===== src/rtl/multi_channel_freq_counter.sv =====
// multi_channel_freq_counter
//
// Counts rising edges on N_CH asynchronous inputs over a programmable gate
// window of gate_len clk cycles, then latches the per-channel counts together
// with a saturation flag and pulses valid for one cycle.
//
// State table:
//   state   | meaning
//   --------+-----------------------------------------------------------
//   ST_IDLE | waiting for en (continuous mode) or en & start (single-shot)
//   ST_GATE | gate window open; gate counter and accumulators advance
//
// Ports:
//   clk        in   single clock, rising edge
//   reset      in   synchronous, active-high
//   en         in   global enable; low freezes FSM, gate counter, accumulators
//   mode       in   0 = continuous gating, 1 = single-shot
//   start      in   single-shot trigger, honoured only in ST_IDLE
//   gate_len   in   gate length in cycles, sampled at gate start (0 acts as 1)
//   sig_in     in   asynchronous signals under measurement
//   count_out  out  latched counts, channel k at [k*CNT_W +: CNT_W]
//   ovf        out  per-channel saturation flag for the latched gate
//   valid      out  one-cycle strobe, aligned with count_out/ovf update
//   busy       out  high while in ST_GATE

module multi_channel_freq_counter #(
    parameter int N_CH   = 2,
    parameter int CNT_W  = 7,
    parameter int GATE_W = 13
) (
    input  logic                     clk,
    input  logic                     reset,
    input  logic                     en,
    input  logic                     mode,
    input  logic                     start,
    input  logic [GATE_W-1:0]        gate_len,
    input  logic [N_CH-1:0]          sig_in,
    output logic [N_CH*CNT_W-1:0]    count_out,
    output logic [N_CH-1:0]          ovf,
    output logic                     valid,
    output logic                     busy
);

    typedef enum logic {
        ST_IDLE = 1'b0,
        ST_GATE = 1'b1
    } state_t;

    localparam logic [CNT_W-1:0]  CNT_MAX  = '1;
    localparam logic [GATE_W-1:0] GATE_ONE = GATE_W'(1);

    state_t                   state_q, state_d;
    logic [GATE_W-1:0]        gate_cnt_q, gate_cnt_d;
    logic [GATE_W-1:0]        gate_len_q, gate_len_d;
    logic [CNT_W-1:0]         acc_q [N_CH];
    logic [CNT_W-1:0]         acc_d [N_CH];
    logic [N_CH-1:0]          pend_q, pend_d;
    logic [N_CH*CNT_W-1:0]    count_q, count_d;
    logic [N_CH-1:0]          ovf_q, ovf_d;
    logic                     valid_q, valid_d;

    logic [N_CH-1:0]          sync1_q, sync2_q, sync3_q;
    logic [N_CH-1:0]          edge_det;
    logic [GATE_W-1:0]        gate_len_eff;
    logic                     last_cycle;
    logic                     start_gate;

    assign edge_det     = sync2_q & ~sync3_q;
    assign gate_len_eff = (gate_len == '0) ? GATE_ONE : gate_len;
    assign last_cycle   = (gate_cnt_q == (gate_len_q - GATE_ONE));

    always_comb begin
        state_d    = state_q;
        gate_cnt_d = gate_cnt_q;
        gate_len_d = gate_len_q;
        acc_d      = acc_q;
        pend_d     = pend_q;
        count_d    = count_q;
        ovf_d      = ovf_q;
        valid_d    = 1'b0;
        start_gate = 1'b0;

        unique case (state_q)
            ST_IDLE: begin
                if (en && (!mode || start)) begin
                    state_d    = ST_GATE;
                    start_gate = 1'b1;
                end
            end
            ST_GATE: begin
                if (en) begin
                    if (last_cycle) begin
                        // The final gate cycle's edge is folded straight into
                        // the latched result rather than the accumulator.
                        for (int k = 0; k < N_CH; k++) begin
                            if (edge_det[k] && (acc_q[k] != CNT_MAX)) begin
                                count_d[k*CNT_W +: CNT_W] = acc_q[k] + 1'b1;
                            end else begin
                                count_d[k*CNT_W +: CNT_W] = acc_q[k];
                            end
                            ovf_d[k] = pend_q[k] | (edge_det[k] & (acc_q[k] == CNT_MAX));
                        end
                        valid_d = 1'b1;
                        // Mode is only looked at here, so a change mid-gate
                        // takes effect at the boundary.
                        if (!mode) begin
                            start_gate = 1'b1;
                        end else begin
                            state_d = ST_IDLE;
                        end
                    end else begin
                        gate_cnt_d = gate_cnt_q + GATE_ONE;
                        for (int k = 0; k < N_CH; k++) begin
                            if (edge_det[k]) begin
                                if (acc_q[k] == CNT_MAX) begin
                                    pend_d[k] = 1'b1;
                                end else begin
                                    acc_d[k] = acc_q[k] + 1'b1;
                                end
                            end
                        end
                    end
                end
            end
            default: begin
                state_d = ST_IDLE;
            end
        endcase

        if (start_gate) begin
            gate_cnt_d = '0;
            gate_len_d = gate_len_eff;
            pend_d     = '0;
            for (int k = 0; k < N_CH; k++) begin
                acc_d[k] = '0;
            end
        end
    end

    always_ff @(posedge clk) begin
        if (reset) begin
            state_q    <= ST_IDLE;
            gate_cnt_q <= '0;
            gate_len_q <= '0;
            acc_q      <= '{default: '0};
            pend_q     <= '0;
            count_q    <= '0;
            ovf_q      <= '0;
            valid_q    <= 1'b0;
            sync1_q    <= '0;
            sync2_q    <= '0;
            sync3_q    <= '0;
        end else begin
            state_q    <= state_d;
            gate_cnt_q <= gate_cnt_d;
            gate_len_q <= gate_len_d;
            acc_q      <= acc_d;
            pend_q     <= pend_d;
            count_q    <= count_d;
            ovf_q      <= ovf_d;
            valid_q    <= valid_d;
            // Synchronizers run regardless of en; edges seen while en is low
            // are simply not consumed by the FSM.
            sync1_q    <= sig_in;
            sync2_q    <= sync1_q;
            sync3_q    <= sync2_q;
        end
    end

    assign count_out = count_q;
    assign ovf       = ovf_q;
    assign valid     = valid_q;
    assign busy      = (state_q == ST_GATE);

endmodule


===== config.mk =====
export PLATFORM = sky130hd
export DESIGN_NAME = multi_channel_freq_counter
export DESIGN_NICKNAME = d
export VERILOG_FILES = /design/src/rtl/multi_channel_freq_counter.sv
export SDC_FILE = /design/constraint.sdc
export NUM_CORES = 1
export LEC_CHECK = 0
export ABC_AREA = 1
export CORE_ASPECT_RATIO = 1.75
export CORE_UTILIZATION = 61
export DETAILED_ROUTE_END_ITERATION = 12
export PLACE_DENSITY = 0.85
export SYNTH_ARGS = -nofsm -noshare
export SYNTH_HDL_FRONTEND = slang
export SYNTH_SLANG_ARGS = --single-unit

===== constraint.sdc =====
create_clock -name clk -period 6.2 [get_ports clk]
set_input_delay 1.24 -clock clk [delete_from_list [all_inputs] [get_ports clk]]
set_output_delay 1.24 -clock clk [all_outputs]
set_load 0.1 [all_outputs]

# == Word level (Yosys, flattened, before mapping) ==
# Index checks and enable logic that the tools add are counted.
# totals
register_bits,66
latchBits,0
ramBits,0
rom_bits,0
inputBits,20
out_inout_bits,18
elab_cells,59
mem_count,0
# op_classes
add_sub_neg,4
multipliers,0
div,0
n_lt_le_gt_ge,0
eq_ne,5
shift,0
mux,12
n_bitwise,11
reduce_logical,14
# op_table
op,n
$reduce_and 5->1,4
$add 7x1->7 const B,2
$eq 7x7->1 const B,2
$mux 7,2
$ne 7x7->1 const B,2
$add 13x1->13 const B,1
$eq 13x13->1,1
$logic_not 13->1,1
$mux 13,1
$sub 13x1->13 const B,1
$mux 1,7
$reduce_and 3->1,2
$not 1->1,5
$pmux 1 s2,2
$logic_and 1x1->1,3
$reduce_or 3->1,1
$and 1x1->1,2
$and 2x2->2,1
$not 2->2,1
$or 1x1->1,2
$reduce_or 2->1,1
$logic_not 1->1,1
$logic_or 1x1->1,1

# == Depth between registers and ports, before layout ==
# logic_depth
ltp_word,6
depth_mapped,17

# == Least setup slack after synthesis ==
# OpenSTA, ideal clock, no wires.
# synth_timing
path_kind,register to output
start,"register state_q, in the netlist busy"
end,output port busy
t_arrival_ps,956
path_slack_ps,4004
path_stages_with_launch,1
n_path_buf,0
path_cell_list,dfxtp_1
# synth_rtl
element,line,source
"start, declared",52,"state_t state_q, state_d;"
"start signal, assigned",154,state_q <= state_d;
"end, declared",41,output logic busy
# No word-level cell between the ends.

# == Worst setup path after layout ==
# layout_timing
start,input port en
end,register pend_q[0]
# layout_between
elab_chain_len,4
word_cells_on_any_way,6
cone_classes,3 x mux; 3 x reduce/logical
# layout_rtl
element,line,source
"start, declared",33,"input logic en,"
$logic_and 1x1->1,85,if (en && (!mode || start)) begin
$mux 1,85,
$pmux 1 s2,83,unique case (state_q)
$reduce_or 2->1 (no source line),n/a,
"end signal, assigned",158,pend_q <= pend_d;
"end, declared",57,"logic [N_CH-1:0] pend_q, pend_d;"
# Several ways; a longest one is shown, not always the timed one.
# A chain may end at the register's enable or synchronous reset.

==> flow_summary.ini <==
[critical_path]
r2r_start = gate_len_q[0]
cp.arrival_ns = 4.02
crit_path_max_fanout = 33
endpoint_kind = register
critPathRequiredTime_ns = 6.39
cpPeakStageDelay_ns = 1.07
start_kind = primary input
critPathLaunch = en
cp_slowest_cell = nand3_1
worstPathCellList = clkdlybuf4s50_1 -> nand2_1 -> inv_1 -> buf_4 -> nand3_1 -> nand3_1 -> nor2_1
critPathKind = primary input to register
critPathMostFrequentCell = nand3_1

[power_and_ir_drop]
clkPwrFrac_pct = 35.5
vdd_drop_max_mv = 0.208
power_w = 0.000916
p_int_w = 0.000632
powerDensity_nw_per_um2 = 215
comb_power_share_pct = 16.2
sw_frac_of_total_pct = 31.1
p_leak_nw = 1.72
power.switching_w = 0.000285
p_seq_share_pct = 48.3

[logic_synthesis]
synth_top_area_share_pct = 35.6
yosysSeqAreaShare_pct = 35.6
ys_ff_latch = 66
synth.most_common_cell = nand2_1
synth_nets = 589
synth_area_um2 = 3710
synth_cell_types = 30
yosys-top-cells-area = dfxtp_1 (36%), nand2_1 (18%), nand3_1 (6.5%)
synthTopCellsByCount = nand2_1 (182), dfxtp_1 (66), inv_1 (57), nand3_1 (48), nor2_1 (44)
synth_edf_count = 0
synthArstFlopShare_pct = 0
synth_top_area_cell = dfxtp_1
synthFlopType = dfxtp_1
synthCells = 565
syn_area_per_cell_um2 = 6.57
ys_warn_count = 0

[timing]
min_period_over_period_pct = 61.7
tns_ns = 0
setup_viol = 0
max_slew_margin_pct = 23.0
maxSlewViolCount = 0
timing.final.ws_setup_ns = 2.37
layout_min_cycle_time_ns = 3.83
hold_viol = 0
skew_ns = 0.0103
rsz0062_at_grt = no
worst_pin_slew_ns = 1.15
fmax_mhz = 261

[final_layout]
final_layout_size_suffix_gt1_share_pct = 6.50
area_delta_synth_final_pct = 14.6
fin_util_pct = 72.4
final_cells = 678
final_net_count = 619
antenna_cells = 0

[route]
via_per_inst = 5.52
routed_wl_mm = 9.26
drt-initial-drc-count = 319
dr.pass1.iters = 5
remaining_drc_errors = 0
vias = 3745
wl_per_cell_um = 13.7
ant_nets = 0

[clock_network]
cts_buffers = 9
cts_setup_buffers = 0
hold_buffers = 0
cts_root_buf = clkbuf_8
clock_insertion_delay_worst_skew_ns = 0.35
clkSlewWorstSetupHoldPaths_ns = 0.07
cts_tree = built
cts.path.max_buffers = 2
clock-sinks = 66
ctsResizeCount = 0
ctsHtreeMaxLevel = 3

[placement]
place_ws_ns = 2.05
numPortBuffers = 37
dp_hpwl_mm = 6.69
gp_congestion = 0.960
placedCellCount = 662

[floorplanning]
die_h_um = 105
initial_core_util_pct = 63.2
die_w_um = 61.0
rows = 37
die_area_um2 = 6420
ios = 38
core_area_um2 = 5880

[global_route]
antenna_found_initial = 0
grt_pass1_wl_mm = 15.8
gr-total-overflow = 0
grt_usage_pct = 33.0
first_global_vias = 3605
grt_max_degree = 34

[worst_hold_path]
hp-class = register to register
min_from = sync1_q[0]

[outcome]
status = complete, no violations

[job]
cap_violations = 0
## area by class of cell
class / count / area [um2]
clock buffer: 9 / 124
multi-input combinational: 416 / 2030
sequential: 66 / 1320
tap: 78 / 97.6
inverter: 62 / 234
fill: 491 / 1620
timing repair buffer: 40 / 393
clock inverter: 7 / 53.8
## per-stage QoR
stage / hold slack, ns / area, um2
global route: 0.437 / 4260
CTS: 0.419 / 4260
finish: 0.416 / 4260
detailed placement: 0.407 / 4080
floorplan: 0.388 / 3710
global placement: 0.400 / 4080
## critical path: cells and delay by family
| family | cells | cell delay, ns |
|---|---|---|
| buf+inv | 3 | 0.87 |
| simple gates | 4 | 1.89 |
## sequential cells by signal, summed over array words and instances (netlist names)
| signal | count |
|---|---|
| acc_q | 14 |
| count_out | 14 |
| gate_cnt_q | 13 |
| gate_len_q | 13 |
| ovf | 2 |
| pend_q | 2 |
| sync1_q | 2 |
| sync2_q | 2 |
| sync3_q | 2 |
| busy | 1 |
| valid | 1 |
## cells in the final DEF, fill, tap and decap left out, drive strengths merged
cell           instances
dfxtp                 66
nor4                   3
clkdlybuf4s50         37
clkinvlp               3
o21bai                 1
ha                     4
o21ai                 12
nand3b                 4
nand3                 53
nor3                  11
clkbuf                 9
o211ai                 1
xnor2                  7
nor2                  50
nand2                185
clkinv                 5
xor2                  18
inv                   61
a21oi                 45
nand4                 21
buf                    3
a41o                   1
## power by group through the flow
stage	combinational, W	sequential [W]	clock, W
after floorplan	0.000105	0.000453	0
after global placement	0.000141	0.000452	0
after detailed placement	0.000145	0.000452	0
after CTS	0.000146	0.000442	0.000326
after global routing	0.000175	0.000443	0.000346
final	0.000149	0.000442	0.000325
## worst paths after layout
check	slack, ns	depth (start not counted)	end
min	0.42	2	sync2_q[0]
min reg2reg	0.42	2	sync2_q[0]
max	2.37	7	pend_q[0]
max reg2reg	2.42	13	pend_q[0]
## routing by layer
metal  global-route usage (%)  wire, um  vias to the layer above
met1                     35.7      3450                     1726
met5                        0         0                        -
met3                     10.4       422                       32
li1                         -         -                     1874
met2                     53.9      5040                      113
met4                     19.5       351                        0
## cell families (layout without fill, tap and decap cells)
family                   count (synthesis)  in the layout  share of synthesized area [%]
adder cells (fa/ha/maj)                  4              4                           1.35
flip-flops                              66             66                           35.6
buffers and inverters                   83            118                           9.73
AND/OR/NAND/NOR                        327            327                           38.9
AO/OA/AOI/OAI                           60             60                           8.56
XOR/XNOR                                25             25                           5.89
Power figures use the tool's default switching activity.
